`config.mk`:
```
export PLATFORM = sky130hd
export DESIGN_NAME = vga_pattern_gen
export DESIGN_NICKNAME = d
export VERILOG_FILES = /design/src/rtl/vga_pkg.sv /design/src/rtl/vga_pixel_tracker.sv /design/src/rtl/vga_pattern_gen.sv
export SDC_FILE = /design/constraint.sdc
export NUM_CORES = 1
export LEC_CHECK = 0
export ABC_AREA = 1
export BUFFER_PORTS_ARGS = -buffer_cell sky130_fd_sc_hd__buf_4
export CELL_PAD_IN_SITES_DETAIL_PLACEMENT = 0
export CELL_PAD_IN_SITES_GLOBAL_PLACEMENT = 2
export CORE_MARGIN = 8
export CORE_UTILIZATION = 30
export DETAILED_ROUTE_END_ITERATION = 7
export PLACE_DENSITY = 0.74
export REMOVE_ABC_BUFFERS = 1
export SETUP_SLACK_MARGIN = 0.2
export SYNTH_ARGS = -nofsm -noshare
export SYNTH_HDL_FRONTEND = slang
export SYNTH_HIERARCHICAL = 1
export SYNTH_SLANG_ARGS = --single-unit
```
`constraint.sdc`:
```
create_clock -name i_Clk -period 1.3 [get_ports i_Clk]
set_input_delay 0.26 -clock i_Clk [delete_from_list [all_inputs] [get_ports i_Clk]]
set_output_delay 0.26 -clock i_Clk [all_outputs]
set_load 0.02 [all_outputs]
```
`src/rtl/vga_pkg.sv`:
```
// vga_pkg: definitions shared by the VGA pattern generator files.
//   - default active-area geometry, colour-bar width and checker size
//   - pattern_t: the six selectable test patterns, in button order
//   - next_pattern(): the button-step order, wrapping after the last pattern
//   - sat_inc10(): 10-bit increment that holds at 1023
package vga_pkg;

  localparam int H_ACTIVE_DEF   = 640;
  localparam int V_ACTIVE_DEF   = 480;
  localparam int BAR_WIDTH_DEF  = 80;
  localparam int CHECK_LOG2_DEF = 5;
  localparam int PAT_COUNT      = 6;

  typedef enum logic [2:0] {
    PAT_WHITE  = 3'd0,
    PAT_BARS   = 3'd1,
    PAT_CHECK  = 3'd2,
    PAT_RAMP   = 3'd3,
    PAT_BORDER = 3'd4,
    PAT_STRIPE = 3'd5
  } pattern_t;

  function automatic pattern_t next_pattern(input pattern_t p);
    if (int'(p) >= PAT_COUNT - 1) return PAT_WHITE;
    return pattern_t'(p + 3'd1);
  endfunction

  function automatic logic [9:0] sat_inc10(input logic [9:0] v);
    return (v == 10'h3ff) ? v : v + 10'd1;
  endfunction

endpackage

```
`src/rtl/vga_pixel_tracker.sv`:
```
// vga_pixel_tracker: first pipeline stage of the pattern generator.
// Registers the incoming sync/visible flags and recovers the position of
// the pixel it has just registered, so every output below describes the
// same pixel.
// Ports:
//   i_Clk, i_Reset          pixel clock, synchronous active-high reset
//   i_HSync, i_VSync        active-low syncs from the sync processor
//   i_Colour_On             high during visible pixels
//   r_Active                registered i_Colour_On
//   r_HSync, r_VSync        registered syncs (reset to 1, inactive)
//   col, row                pixel column / row, 0-based, saturating at 1023
//   bar                     colour-bar index of col, 0..7 (saturating)
module vga_pixel_tracker
  import vga_pkg::*;
#(
  parameter int BAR_WIDTH = BAR_WIDTH_DEF
) (
  input  logic       i_Clk,
  input  logic       i_Reset,
  input  logic       i_HSync,
  input  logic       i_VSync,
  input  logic       i_Colour_On,
  output logic       r_Active,
  output logic       r_HSync,
  output logic       r_VSync,
  output logic [9:0] col,
  output logic [9:0] row,
  output logic [2:0] bar
);

  localparam logic [9:0] BAR_LAST = 10'(BAR_WIDTH - 1);

  // Pixel count within the current bar; runs alongside col so no divider
  // is needed to find the bar index.
  logic [9:0] bar_cnt;

  always_ff @(posedge i_Clk) begin
    if (i_Reset) begin
      r_Active <= 1'b0;
      r_HSync  <= 1'b1;
      r_VSync  <= 1'b1;
      col      <= '0;
      row      <= '0;
      bar      <= '0;
      bar_cnt  <= '0;
    end else begin
      r_Active <= i_Colour_On;
      r_HSync  <= i_HSync;
      r_VSync  <= i_VSync;

      // First visible pixel of a line restarts the column; blanking holds.
      if (i_Colour_On) begin
        if (!r_Active) begin
          col     <= '0;
          bar     <= '0;
          bar_cnt <= '0;
        end else begin
          col <= sat_inc10(col);
          if (bar_cnt == BAR_LAST) begin
            bar_cnt <= '0;
            if (bar != 3'd7) bar <= bar + 3'd1;
          end else begin
            bar_cnt <= bar_cnt + 10'd1;
          end
        end
      end

      // VSync falling edge restarts the frame and beats a line end that
      // lands on the same clock.
      if (!i_VSync && r_VSync) begin
        row <= '0;
      end else if (!i_Colour_On && r_Active) begin
        row <= sat_inc10(row);
      end
    end
  end

endmodule

```
`src/rtl/vga_pattern_gen.sv`:
```
// vga_pattern_gen: test-pattern generator behind the VGA sync processor.
// Consumes a continuous sync/visible stream, one pixel per clock, with no
// handshake: every clock carries a pixel and every clock produces one.
// Colour and syncs appear 2 clocks after the inputs. A rising edge on
// i_Pattern_Next requests the next pattern; the request is applied only
// at a VSync falling edge, so a frame never shows two patterns.
// Ports:
//   i_Clk, i_Reset          pixel clock, synchronous active-high reset
//   i_HSync, i_VSync        active-low syncs in
//   i_Colour_On             high during visible pixels
//   i_Pattern_Next          debounced button level
//   o_Red, o_Grn, o_Blu     3-bit colour, 0 outside the visible area
//   o_HSync, o_VSync        syncs delayed 2 clocks to line up with colour
//   o_Pattern               active pattern index 0..5
module vga_pattern_gen
  import vga_pkg::*;
#(
  parameter int H_ACTIVE   = H_ACTIVE_DEF,
  parameter int V_ACTIVE   = V_ACTIVE_DEF,
  parameter int BAR_WIDTH  = BAR_WIDTH_DEF,
  parameter int CHECK_LOG2 = CHECK_LOG2_DEF
) (
  input  logic       i_Clk,
  input  logic       i_Reset,
  input  logic       i_HSync,
  input  logic       i_VSync,
  input  logic       i_Colour_On,
  input  logic       i_Pattern_Next,
  output logic [2:0] o_Red,
  output logic [2:0] o_Grn,
  output logic [2:0] o_Blu,
  output logic       o_HSync,
  output logic       o_VSync,
  output logic [2:0] o_Pattern
);

  localparam logic [9:0] COL_LAST = 10'(H_ACTIVE - 1);
  localparam logic [9:0] ROW_LAST = 10'(V_ACTIVE - 1);

  // Stage 1: position of the registered pixel.
  logic       r_Active;
  logic       r_HSync;
  logic       r_VSync;
  logic [9:0] col;
  logic [9:0] row;
  logic [2:0] bar;

  vga_pixel_tracker #(
    .BAR_WIDTH(BAR_WIDTH)
  ) u_tracker (
    .i_Clk      (i_Clk),
    .i_Reset    (i_Reset),
    .i_HSync    (i_HSync),
    .i_VSync    (i_VSync),
    .i_Colour_On(i_Colour_On),
    .r_Active   (r_Active),
    .r_HSync    (r_HSync),
    .r_VSync    (r_VSync),
    .col        (col),
    .row        (row),
    .bar        (bar)
  );

  // Pattern control.
  logic     r_Btn;
  logic     r_Pending;
  pattern_t pattern;
  logic     press;
  logic     vs_fall;

  assign press   = i_Pattern_Next & ~r_Btn;
  assign vs_fall = ~i_VSync & r_VSync;

  // Presses only latch a request; however many arrive in a frame, the
  // frame boundary advances the pattern by one. A press on the boundary
  // clock itself is honoured straight away.
  always_ff @(posedge i_Clk) begin
    if (i_Reset) begin
      r_Btn     <= 1'b0;
      r_Pending <= 1'b0;
      pattern   <= PAT_WHITE;
    end else begin
      r_Btn <= i_Pattern_Next;
      if (vs_fall && (r_Pending || press)) begin
        pattern   <= next_pattern(pattern);
        r_Pending <= 1'b0;
      end else if (press) begin
        r_Pending <= 1'b1;
      end
    end
  end

  assign o_Pattern = pattern;

  // Stage 2: colour of the registered pixel.
  logic [2:0] red_d;
  logic [2:0] grn_d;
  logic [2:0] blu_d;
  logic [2:0] bar_c;

  always_comb begin
    red_d = '0;
    grn_d = '0;
    blu_d = '0;
    bar_c = 3'd7 - bar;  // bar 0 white down to bar 7 black
    if (r_Active) begin
      case (pattern)
        PAT_WHITE: begin
          red_d = 3'd7;
          grn_d = 3'd7;
          blu_d = 3'd7;
        end
        PAT_BARS: begin
          red_d = {3{bar_c[2]}};
          grn_d = {3{bar_c[1]}};
          blu_d = {3{bar_c[0]}};
        end
        PAT_CHECK: begin
          red_d = {3{col[CHECK_LOG2] ^ row[CHECK_LOG2]}};
          grn_d = red_d;
          blu_d = red_d;
        end
        PAT_RAMP: begin
          red_d = bar;
        end
        PAT_BORDER: begin
          red_d = {3{(col == '0) || (col == COL_LAST) ||
                     (row == '0) || (row == ROW_LAST)}};
          grn_d = red_d;
          blu_d = red_d;
        end
        PAT_STRIPE: begin
          grn_d = {3{row[3]}};
        end
        default: begin
          red_d = '0;
        end
      endcase
    end
  end

  always_ff @(posedge i_Clk) begin
    if (i_Reset) begin
      o_Red   <= '0;
      o_Grn   <= '0;
      o_Blu   <= '0;
      o_HSync <= 1'b1;
      o_VSync <= 1'b1;
    end else begin
      o_Red   <= red_d;
      o_Grn   <= grn_d;
      o_Blu   <= blu_d;
      o_HSync <= r_HSync;
      o_VSync <= r_VSync;
    end
  end

endmodule

```
-- Yosys cells after proc, flatten, opt, wreduce, memory -nomap -nowiden
Index checks and enable logic that the tools add are counted.
- bitwise logic cells: 7
- reduce and logical (&&, ||, !) cells: 18
- equality and inequality tests: 14
- add/subtract/negate cells: 6
- muxes and demuxes: 15
- $lt $le $gt $ge: 1
- operators by type and width (cell ; count):
    two-way mux 10 bit ; 4
    adder 10 x 1 -> 10 bit, second input constant ; 3
    equality test 10 bit, second input constant ; 3
    case mux 3 bit (5 select lines) ; 2
    zero test 10 bit ; 2
    two-way mux 3 bit ; 5
    case mux 3 bit (4 select lines) ; 1
    equality test 10 x 7 -> 1 bit, second input constant ; 1
    equality test 10 x 9 -> 1 bit, second input constant ; 1
    adder 3 x 1 -> 3 bit, second input constant ; 2
    equality test 3 x 2 -> 1 bit, second input constant ; 2
    equality test 3 bit, second input constant ; 2
    inequality test 2 bit, second input constant ; 3
    OR reduction 2 bit ; 3
    logical OR 1 bit ; 4
    inverter 1 bit ; 4
    AND reduction 2 bit ; 2
    equality test 3 x 1 -> 1 bit, second input constant ; 1
    >= comparator 3 bit, second input constant ; 1
    logical AND 1 bit ; 3
    zero test 3 bit ; 1
    two-way mux 1 bit ; 3
    inequality test 3 bit, second input constant ; 1
    AND reduction 3 bit ; 1
    other kinds (4) ; 6
- input bits: 6
- flip-flop bits (word level): 52

-- Longest topological paths before layout
Gate-level depths: netlist of the first run.
- word-level depth: 7
- gate-level depth with buffers: 10

-- Hierarchy
The synthesis of the first run kept the hierarchy.
- modules (own cells, without submodules) (module ; cells an instance ; times used ; area each (µm²)):
    vga_pixel_tracker ; 298 ; 1 ; 2014.4
    vga_pattern_gen ; 122 ; 1 ; 789.5

-- Least setup slack after synthesis of the first run
No wires, ideal clock.
- path type: reg-to-reg
- from: register pattern[1], in the netlist o_Pattern[1]
- to: register pattern[1], in the netlist o_Pattern[1]
- data required time: 1235 ps
- clock period less this slack: 1453 ps
- slack: -153 ps
- arrival time: 1388 ps
- stages on the path, launching flop included: 9
- cell sequence: dfxtp_1 -> inv_1 -> ha_1 -> nor3_1 -> nor2_1 -> or2_1 -> nor2_1 -> a21oi_1 -> nor2_1
- word-level cells in the longest chain between the ends: 5
- RTL lines (what ; RTL line ; source):
    start, declared ; vga_pattern_gen.sv:67 ; pattern_t pattern;
    start signal, assigned ; vga_pattern_gen.sv:85 ; pattern <= next_pattern(pattern);
    >= comparator 3 bit ; vga_pkg.sv:24 ; if (int'(p) >= PAT_COUNT - 1) return PAT_WHITE;
    two-way mux 1 bit ; vga_pkg.sv:24 ;
    two-way mux 1 bit ; vga_pattern_gen.sv:84 ; if (vs_fall && (r_Pending || press)) begin
    two-way mux 1 bit ; vga_pattern_gen.sv:78 ; if (i_Reset) begin
    two-way mux 3 bit * ; vga_pkg.sv:25 ; return pattern_t'(p + 3'd1);
Mark *: on every way between the ends. The rest lies on a longest branch, timed or not. The select of a mux whose other input is x is not followed.
A chain may end at the register's enable or synchronous reset.

-- Worst setup path in the final report of the first run
- from: register u_tracker.col[1]
- to: register u_tracker.col[3]
- word-level cells in the longest chain between the ends: 3
- RTL lines (what ; RTL line ; source):
    start, declared ; vga_pixel_tracker.sv:26 ; output logic [9:0] col,
    start signal, assigned ; vga_pixel_tracker.sv:58 ; col <= sat_inc10(col);
    adder 10 x 1 -> 10 bit / equality test 10 bit (equally long branches) ; vga_pkg.sv:29 ; return (v == 10'h3ff) ? v : v + 10'd1;
    two-way mux 10 bit / inequality test 2 bit (equally long branches) ; n/a ;
    two-way mux 10 bit / AND reduction 2 bit (equally long branches) ; n/a ;
Parallel ways exist; a longest one is shown, timed or not. The select of a mux whose other input is x is not followed.

==> summary.md, run 1 <==
| Metric | Value |
|---|---|
| First-pass GRT wire length | `13.0 mm` |
| Max incr delay on CP | `0.36 ns` |
| Die width | `113 microns` |
| Yosys Warn Count | `6` |
| Cell Pwr Density | `673 nW/um^2` |
| Critical Path Fanout Max | `5` |
| DP Wirelength | `about 5.4 mm` |
| Synth Area per Inst | `6.68 sq um` |
| Seq/Total Area, Yosys | `0.343` |
| Top Metal Used | `met4` |
| Total die area | `12700 sq um` |
| Seq pwr share | `0.537` |
| Internal | `between 2000 and 2500 uW` |
| CTS Buf Count | `5` |
| Antenna Violating Nets Remaining | `0` |
| Die height | `113 microns` |
| # fillers | `923` |
| Switching Power | `between 700 and 800 uW` |
| Final WL | `7.68 mm` |
| CP required | `1.53 ns` |
| TritonCTS clock tree | `built` |
| Slew Limit Headroom | `0.776` |
| Final worst setup slack | `-0.0571 ns` |
| Post-synth top flop | `dfxtp_1` |
| DRT Pass-1 Iters | `4` |
| Clk_skew | `0.00465 ns` |
| F_max | `737 MHz` |
| Distinct cells, synth | `35` |
| Worst r2r src | `u_tracker/col[1]` |
| Core Footprint | `9150 sq um` |
| Post-Syn Area | `2800 sq um` |
| Final Wtd Congestion | `about 0.8` |
| Worst-path clk slew | `~0.09 ns` |
| Met2 wire length | `slightly below 4 mm` |
| Met1 wire length | `between 3 and 4 mm` |
| Final design utilization | `0.463` |
| CP max-delay cell | `dfxtp_2` |
| Vias in the first global route | `2775` |
| Initial antenna violation count | `0` |
| Root Buffer | `clkbuf_8` |
| DRC viols | `0` |
| Core Rows | `35` |
| Reg2reg end | `u_tracker/col[3]` |
| Tcrit/Tclk final | `1.04` |
| Clock power share | `0.308` |
| Commonest non-fill, non-tap cell in the layout | `nand2_1` |
| Combinational power share | `0.155` |
| Routed wl met3 | `~130 microns` |
| Setup crit end kind | `register` |
| Max-slew violation count | `0` |
| Layout cell share with drive strength beyond 1 | `0.434` |
| Hold_buf cts | `0` |
| Vias per cell | `4.56` |
| Hold path startpoint | `i_HSync` |
| Most frequent cells in the layout | `94 x nand2_1, 68 x buf_4, 50 x inv_1` |
| RSZ-0062 raised after global routing | `yes` |
| Max cap viols | `0` |
| WL/cell | `12.3 microns` |
| Post-synth EDFFs | `0` |
| Synth async-reset ratio | `0` |
| I/O pins | `20` |
| Via Count | `2836` |
| Worst-Margin Slew | `between 0.3 and 0.4 ns` |
| Design area | `around 4200 sq um` |
| FF+latch area | `996 sq um` |
| Worst-Skew Late Latency | `about 0.30 ns` |
| Grt total ovfl | `0` |
| # H-tree levels | `2` |
| Worst Reg-to-Reg Cells | `8` |
| Final #Nets | `about 530` |
| Sw Ratio | `0.278` |
| Leak | `0.00185 uW` |
| Initial Utilization | `0.306` |
| Hold EP | `u_tracker/r_HSync` |
| Area of the multi-input gates | `1970 sq um` |
| Crit-path cells | `ha_4, nand2_4, nor2_4, nand4_4, buf_6, nand3_2, nand2_2, a21oi_2` |
| Final hold viol count | `0` |
| I/O Buffers | `19` |
| Violation count after the first detailed-route iteration | `97` |
| CP arrival | `1.59 ns` |
| Status | `finished with violations` |
| All-layer global routing usage | `0.122` |
| Synth-to-layout area growth | `51.3%` |
| Min Tclk post-route | `1.36 ns` |
| Worst reg-to-reg setup slack | `-0.06 ns` |
| Longest Clk Path Bufs | `2` |
| Hold depth | `2` |
| Ant. Diodes | `0` |
| Largest net degree at the start of global routing | `22` |
| Type of the tightest min-delay check | `in -> reg` |
| Setup violations, final | `16` |
| Syn Inst Count | `420` |
| Nature of the critical path startpoint | `register` |
| Kind of critical path | `reg -> reg` |
| Dpl cell area | `3490 sq um` |
| Synth Register Bits | `48` |
| Failing checks | `setup timing` |
| CTS sink cnt | `48` |
| Maximum vdd drop | `419 uV` |
## per-stage QoR
stage / hold slack (ns) / std cells / power [uW] / setup WS, ns / setup TNS, ns
CTS: 0.127 / 617 / 2890 / -0.0526 / -0.297
finish: 0.142 / 622 / 2850 / -0.0571 / -0.433
global route: 0.125 / 622 / 3020 / -0.139 / -2.73
detailed placement: 0.398 / 600 / 1930 / -0.0841 / -1.31
floorplan: 0.329 / 408 / 1750 / -0.155 / -1.88
global placement: 0.400 / 600 / 1930 / -0.0668 / -0.821
## per-layer routing
| layer | vias to the layer above | global-route usage |
|---|---|---|
| li1 | 1504 | - |
| met1 | 1311 | 0.154 |
| met2 | 16 | 0.211 |
| met3 | 5 | 0.0209 |
| met4 | 0 | 0.0297 |
| met5 | - | 0 |
## worst max path at each step
stage,startpoint,end,slack (ns),cells after the start
after floorplan,u_tracker/col[0],u_tracker/col[9],-0.16,7
after global placement,u_tracker/col[0],u_tracker/col[5],-0.07,8
after detailed placement,u_tracker/col[0],u_tracker/col[8],-0.08,8
after CTS,u_tracker/col[0],u_tracker/col[8],-0.05,8
after global routing,u_tracker/col[1],u_tracker/col[3],-0.14,8
final,u_tracker/col[1],u_tracker/col[3],-0.06,8
## critical path: cells and delay by family (launching register included)
family,cells,cell delay (ns)
and+or+nand+nor,5,0.50
DFF,1,0.36
buffers and inverters,1,0.18
adders and majority gates,1,0.15
AOI/OAI and AO/OA,1,0.10
## sequential cells by signal, indices dropped and copies added, names as in the netlist, 3 cells and up
register           count
o_Red                  3
u_tracker/bar          3
u_tracker/row         10
u_tracker/bar_cnt     10
o_Pattern              3
u_tracker/col         10
## cells by family after synthesis
logic type / synth area share
AOI/OAI and AO/OA: 0.0660
xor gates and xnor gates: 0.0312
adders and majority gates: 0.0446
buffers and inverters: 0.108
DFF: 0.343
and+or+nand+nor: 0.407
## cell usage after synthesis (all sizes together), types with 2 or more instances
cell type	instances	share of area
nand2	114	0.15
nor2	63	0.098
inv	57	0.076
dfxtp	48	0.34
nand3	37	0.077
a21oi	24	0.046
nand4	17	0.046
buf	11	0.025
ha	10	0.045
nor3	8	0.016
xor2	7	0.022
o21ai	6	0.013
clkinv	4	0.0054
or2	4	0.0089
xnor2	3	0.0094
nand3b	2	0.0054
## power by group through the flow
stage	registers, uW	clock network (uW)	logic [uW]
finish	1530	879	443
global route	1540	987	495
CTS	1530	945	416
detailed placement	1560	0	367
global placement	1560	0	367
floorplan	1590	0	158
## what timing repair did
item | CTS | global route
pin swaps | 28 | 28
resized for setup | 91 | 57
cloned | 2 | 0
setup endpoints to repair | 43 | 50
buffers inserted | 8 | 5
## cell type report
cell class | instances | share of cell area
Inverter | 61 | 0.0558
Sequential cell | 48 | 0.235
Multi-Input combinational cell | 300 | 0.463
Timing Repair Buffer | 94 | 0.192
Tap cell | 111 | 0.0327
Clock inverter | 2 | 0.00295
Clock buffer | 5 | 0.0162
Timing Repair inverter | 1 | 0.00177
Power figures use the tool's default switching activity.
==> run 2: changes to the inputs <==
Settings changed: ABC_AREA 1 to unset, PLACE_DENSITY 0.74 to 0.68.
==> summary.md, run 2 <==
| Metric | Value |
|---|---|
| Status | `finished with violations` |
| Failing checks | `setup timing` |
| Setup crit end kind | `register` |
| Largest net degree at the start of global routing | `20` |
| Die width | `107 microns` |
| Met1 wire length | `~3.4 mm` |
| Violation count after the first detailed-route iteration | `66` |
| Initial antenna violation count | `0` |
| Vias per cell | `between 4 and 5` |
| Synth async-reset ratio | `0` |
| Post-Syn Area | `2470 sq um` |
| Critical Path Fanout Max | `3` |
| Distinct cells, synth | `63` |
| Yosys Warn Count | `6` |
| Hold depth | `2` |
| Max cap viols | `0` |
| Biggest registers after layout | `u_tracker/bar_cnt x10, u_tracker/col x10, u_tracker/row x10` |
| Seq/Total Area, Yosys | `0.389` |
| Slew Limit Headroom | `0.754` |
| I/O pins | `20` |
| Final #Nets | `407` |
| Most instantiated cells after synthesis | `48 x dfxtp_1, 32 x nor2_1, 19 x nand2_1, 16 x a21oi_1, 13 x nand4_1` |
| Final WL | `6.80 mm` |
| Worst-Margin Slew | `0.369 ns` |
| Clk_skew | `0.0150 ns` |
| Min Tclk post-route | `1.64 ns` |
| Worst-Skew Late Latency | `0.31 ns` |
| Kind of critical path | `reg -> reg` |
| Max-slew violation count | `0` |
| # H-tree levels | `2` |
| Longest Clk Path Bufs | `2` |
| Worst Reg-to-Reg Cells | `4` |
| DP Wirelength | `4.85 mm` |
| Hold EP | `u_tracker/r_HSync` |
| I/O Buffers | `19` |
| Syn Inst Count | `280` |
| RSZ-0062 raised after global routing | `yes` |
| Routed wl met3 | `217 microns` |
| Most frequent cells in the layout | `94 x buf_4, 25 x nor2_1, 24 x dfxtp_1` |
| WL/cell | `13.7 microns` |
| Setup violations, final | `35` |
| Type of the tightest min-delay check | `in -> reg` |
| Grt total ovfl | `0` |
| CTS sink cnt | `48` |
| Cell Pwr Density | `772 nW/um^2` |
| Synth top area cells | `dfxtp_1 39%, ha_1 5.1%, nor2_1 4.9%` |
| Final Wtd Congestion | `slightly above 0.8` |
| Initial Utilization | `0.305` |
| CTS Buf Count | `5` |
| First-pass GRT wire length | `11.7 mm` |
| DRC viols | `0` |
| Die height | `between 100 and 150 microns` |
| Met2 wire length | `3.13 mm` |
| Antenna Violating Nets Remaining | `0` |
| Final worst setup slack | `-0.341 ns` |
| Most frequent cell after synthesis | `dfxtp_1` |
| Worst-path clk slew | `0.10 ns` |
| Final hold viol count | `0` |
| CP arrival | `between 1.5 and 2 ns` |
| Ant. Diodes | `0` |
| Reg2reg end | `u_tracker/bar[0]` |
| Worst r2r src | `u_tracker/bar_cnt[5]` |
| Vias in the first global route | `2430` |
| Commonest non-fill, non-tap cell in the layout | `buf_4` |
| Leak | `0.00155 uW` |
| Layout cell share with drive strength beyond 1 | `0.561` |
| Post-synth top flop | `dfxtp_1` |
| Core Rows | `33` |
| Final std cells w/o fill | `about 500` |
| Hold path startpoint | `i_HSync` |
| CP required | `1.57 ns` |
| Maximum vdd drop | `between 400 and 500 uV` |
| Final design utilization | `0.484` |
| Post-synth top area cell | `dfxtp_1` |
| TritonCTS clock tree | `built` |
| Root Buffer | `clkbuf_8` |
| F_max | `about 610 MHz` |
| Post-synth EDFFs | `0` |
| Tcrit/Tclk final | `1.26` |
| Top Metal Used | `met4` |
| Synth Register Bits | `48` |
| Core Footprint | `8090 sq um` |
| Top cell type's share of synthesized area | `0.389` |
| All-layer global routing usage | `0.125` |
| DRT Pass-1 Iters | `4` |
| Synth Area per Inst | `8.82 sq um` |
| Total die area | `11400 sq um` |
| Dpl cells | `481` |
| Worst reg-to-reg setup slack | `-0.34 ns` |
| Nature of the critical path startpoint | `register` |
| Via Count | `2429` |
| Synth-to-layout area growth | `58.5%` |
run 2: area by class of cell:
class	count	area, sq um
multi-input cells	214	1700
flip-flops and latches	48	1000
clock buffers	5	68.8
clock inverters	3	46.3
fillers	802	4180
well taps	105	131
repair buffers	115	942
inverters	7	26.3
run 2: timing repair:
action	in CTS	in global routing
hold endpoints to repair	0	0
setup endpoints to repair	50	52
hold buffers	0	0
pin swaps	50	13
setup buffers	7	1
gates resized for setup	86	33
run 2: routing by layer:
layer  track usage  up-vias
li1              -     1247
met1         0.167     1145
met2         0.194       30
met3        0.0306        7
met4        0.0352        0
met5             0        -
run 2: worst max-delay path by stage:
stage / start / end / slack (ns) / cells past startpoint
3_3_place_gp: o_Pattern[1] / o_Red[0] / -0.34 / 7
3_5_place_dp: u_tracker/col[0] / u_tracker/col[5] / -0.43 / 5
4_1_cts: u_tracker/bar_cnt[5] / u_tracker/bar[0] / -0.35 / 4
2_1_floorplan: o_Pattern[1] / o_Red[0] / -0.50 / 7
6_report: u_tracker/bar_cnt[5] / u_tracker/bar[0] / -0.34 / 4
5_1_grt: u_tracker/bar_cnt[5] / u_tracker/bar[0] / -0.40 / 4
run 2: per-stage QoR:
stage | setup TNS (ns) | hold WS, ns | power [uW] | cell area, sq um | worst slack (ns)
2_1_floorplan | -7.79 | 0.329 | 1690 | 2410 | -0.495
3_3_place_gp | -8.89 | 0.393 | 1860 | 3350 | -0.338
3_5_place_dp | -9.21 | 0.399 | 1860 | 3350 | -0.425
4_1_cts | -7.17 | 0.119 | 3050 | 3770 | -0.350
5_1_grt | -10.08 | 0.112 | 3180 | 3920 | -0.399
6_report | -7.41 | 0.129 | 3020 | 3920 | -0.341
run 2: logic make-up (layout without fill, tap and decap cells):
group	count (synthesis)	count (layout)	synth area share
AO/OA/AOI/OAI	63	63	0.179
XOR/XNOR	12	12	0.0426
adder cells (fa/ha/maj)	10	10	0.0507
buffers and inverters	18	130	0.0345
flip-flops	48	48	0.389
multiplexers	5	5	0.0228
AND/OR/NAND/NOR	124	124	0.282
run 2: report_power, final:
| part | internal, uW | switching (uW) | total, uW |
|---|---|---|---|
| Clock | 581 | 564 | 1140 |
| Sequential | 1490 | 22.9 | 1510 |
| Combinational | 183 | 183 | 366 |
run 2: worst max-delay path, cell delays in order, from the launching register on:
cell,delay (ns)
dfxtp_2,0.34
or4b_4,0.54
or2_4,0.27
nor4_4,0.26
mux2_4,0.19
==> run 3: changes to the inputs <==
Settings changed: SETUP_SLACK_MARGIN 0.2 to unset.
==> summary.md, run 3 (synthesis results as in run 2) <==
| Metric | Value |
|---|---|
| Final hold viol count | `0` |
| Top Metal Used | `met4` |
| Max incr delay on CP | `approximately 0.54 ns` |
| Hold EP | `u_tracker/r_HSync` |
| Dpl ws | `-0.425 ns` |
| DRT Pass-1 Iters | `4` |
| Hold path startpoint | `i_HSync` |
| F_max | `609 MHz` |
| Tcrit/Tclk final | `1.26` |
| Dpl cell area | `3350 sq um` |
| Tot Pwr | `3000 uW` |
| Layout cell share with drive strength beyond 1 | `0.532` |
| Initial Utilization | `0.305` |
| Synth-to-layout area growth | `54.8%` |
| DRC viols | `0` |
| Cell depth of the worst setup path | `4` |
| Most frequent cells in the layout | `107 x buf_4, 30 x dfxtp_1, 25 x nor2_1` |
| All-layer global routing usage | `0.124` |
| Worst Reg-to-Reg Cells | `4` |
| Leak | `0.00155 uW` |
| Top delay family on crit path | `simple AND/OR/NAND/NOR gates` |
| I/O Buffers | `19` |
| Min Tclk post-route | `1.64 ns` |
| Violation count after the first detailed-route iteration | `51` |
| Worst-Skew Late Latency | `0.31 ns` |
| Worst r2r src | `u_tracker/bar_cnt[5]` |
| Largest net degree at the start of global routing | `20` |
| Setup crit end kind | `register` |
| CP max-delay cell | `or4b_4` |
| Nature of the critical path startpoint | `register` |
| Area of the multi-input gates | `1670 sq um` |
| Slew Limit Headroom | `0.766` |
| Met1 wire length | `3.30 mm` |
| Max cap viols | `0` |
| Die width | `approximately 110 microns` |
| # fillers | `813` |
| Root Buffer | `clkbuf_8` |
| Core Rows | `33` |
| Core Footprint | `8090 sq um` |
| Max-slew violation count | `0` |
| Failing checks | `setup timing` |
| Initial antenna violation count | `0` |
| First-pass GRT wire length | `11.6 mm` |
| RSZ-0062 raised after global routing | `yes` |
| Setup violations, final | `34` |
| Worst-path clk slew | `0.10 ns` |
| Design area | `3820 sq um` |
| Final #Nets | `between 400 and 500` |
| Maximum vdd drop | `about 460 uV` |
| Crit path buffers/inverters | `0` |
| CTS sink cnt | `48` |
| Status | `finished with violations` |
| CP required | `1.56 ns` |
| Final worst setup slack | `-0.342 ns` |
| DP Wirelength | `4.85 mm` |
| Final WL | `slightly below 7 mm` |
| Total die area | `11400 sq um` |
| Routed wl met3 | `239 microns` |
| Aggregate negative setup slack | `-7.02 ns` |
| # H-tree levels | `2` |
| Type of the tightest min-delay check | `in -> reg` |
| Worst reg-to-reg setup slack | `-0.34 ns` |
| I/O pins | `20` |
| Clk_skew | `0.0141 ns` |
| Longest Clk Path Bufs | `2` |
| Met2 wire length | `3.17 mm` |
| Crit-path cells | `or4b_4, or2_4, nor4_4, mux2_4` |
| Via Count | `about 2.4k` |
| TritonCTS clock tree | `built` |
| Cell Pwr Density | `785 nW/um^2` |
| Ant. Diodes | `0` |
| Biggest registers after layout | `u_tracker/bar_cnt x10, u_tracker/col x10, u_tracker/row x10` |
| Die height | `107 microns` |
| Final Wtd Congestion | `0.807` |
| FF+latch area | `996 sq um` |
| Antenna Violating Nets Remaining | `0` |
| Hold depth | `2` |
| Kind of critical path | `reg -> reg` |
| Grt total ovfl | `0` |
| Worst-Margin Slew | `0.351 ns` |
| Vias per cell | `4.88` |
| CTS Buf Count | `5` |
| Reg2reg end | `u_tracker/bar[0]` |
| Commonest non-fill, non-tap cell in the layout | `buf_4` |
| CP arrival | `1.91 ns` |
| WL/cell | `13.7 microns` |
| Vias in the first global route | `2422` |
| Critical Path Fanout Max | `3` |
## run 3: changes by cell type in the layout (fill, tap and decap cells not counted), moves of 2 or more
cell     previous run  this run
a21oi_1            10        12
a21oi_2             6         4
buf_4              94       107
buf_6              21         7
dfxtp_1            24        30
dfxtp_2            19        13
## run 3: routing by layer
metal	up-vias	GRT usage
met3	9	0.0306
met5	-	0
met4	0	0.0352
met2	33	0.195
met1	1129	0.165
li1	1247	-
## run 3: how the worst max path moves through the flow
| stage | end | start |
|---|---|---|
| after global placement | o_Red[0] | o_Pattern[1] |
| after CTS | u_tracker/bar[0] | u_tracker/bar_cnt[5] |
| final | u_tracker/bar[0] | u_tracker/bar_cnt[5] |
| after global routing | u_tracker/bar[0] | u_tracker/bar_cnt[5] |
| after floorplan | o_Red[0] | o_Pattern[1] |
| after detailed placement | u_tracker/col[5] | u_tracker/col[0] |
## run 3: power breakdown
| group | internal (uW) | switching (uW) | total (uW) | leakage (uW) |
|---|---|---|---|---|
| clock network | 581 | 564 | 1140 | 0.0000548 |
| registers | 1490 | 19.5 | 1510 | 0.000400 |
| logic | 171 | 178 | 349 | 0.00109 |
## run 3: layout make-up
cell class              instances  area share
well taps                     105      0.0344
repair buffers                114       0.231
clock inverters                 3      0.0121
flip-flops and latches         48       0.260
multi-input cells             214       0.437
clock buffers                   5      0.0180
inverters                       7     0.00687
## run 3: what timing repair did
item	in CTS	in global routing
buffers inserted	7	2
setup endpoints to repair	40	41
gates resized for setup	66	27
pin swaps	41	17
hold buffers	0	0
## run 3: per-stage QoR
step | hold slack (ns) | util | cells
final | 0.129 | 0.472 | 496
after global routing | 0.112 | 0.472 | 496
after CTS | 0.119 | 0.459 | 494
after detailed placement | 0.399 | 0.413 | 481
after global placement | 0.393 | 0.413 | 481
after floorplan | 0.329 | - | 269
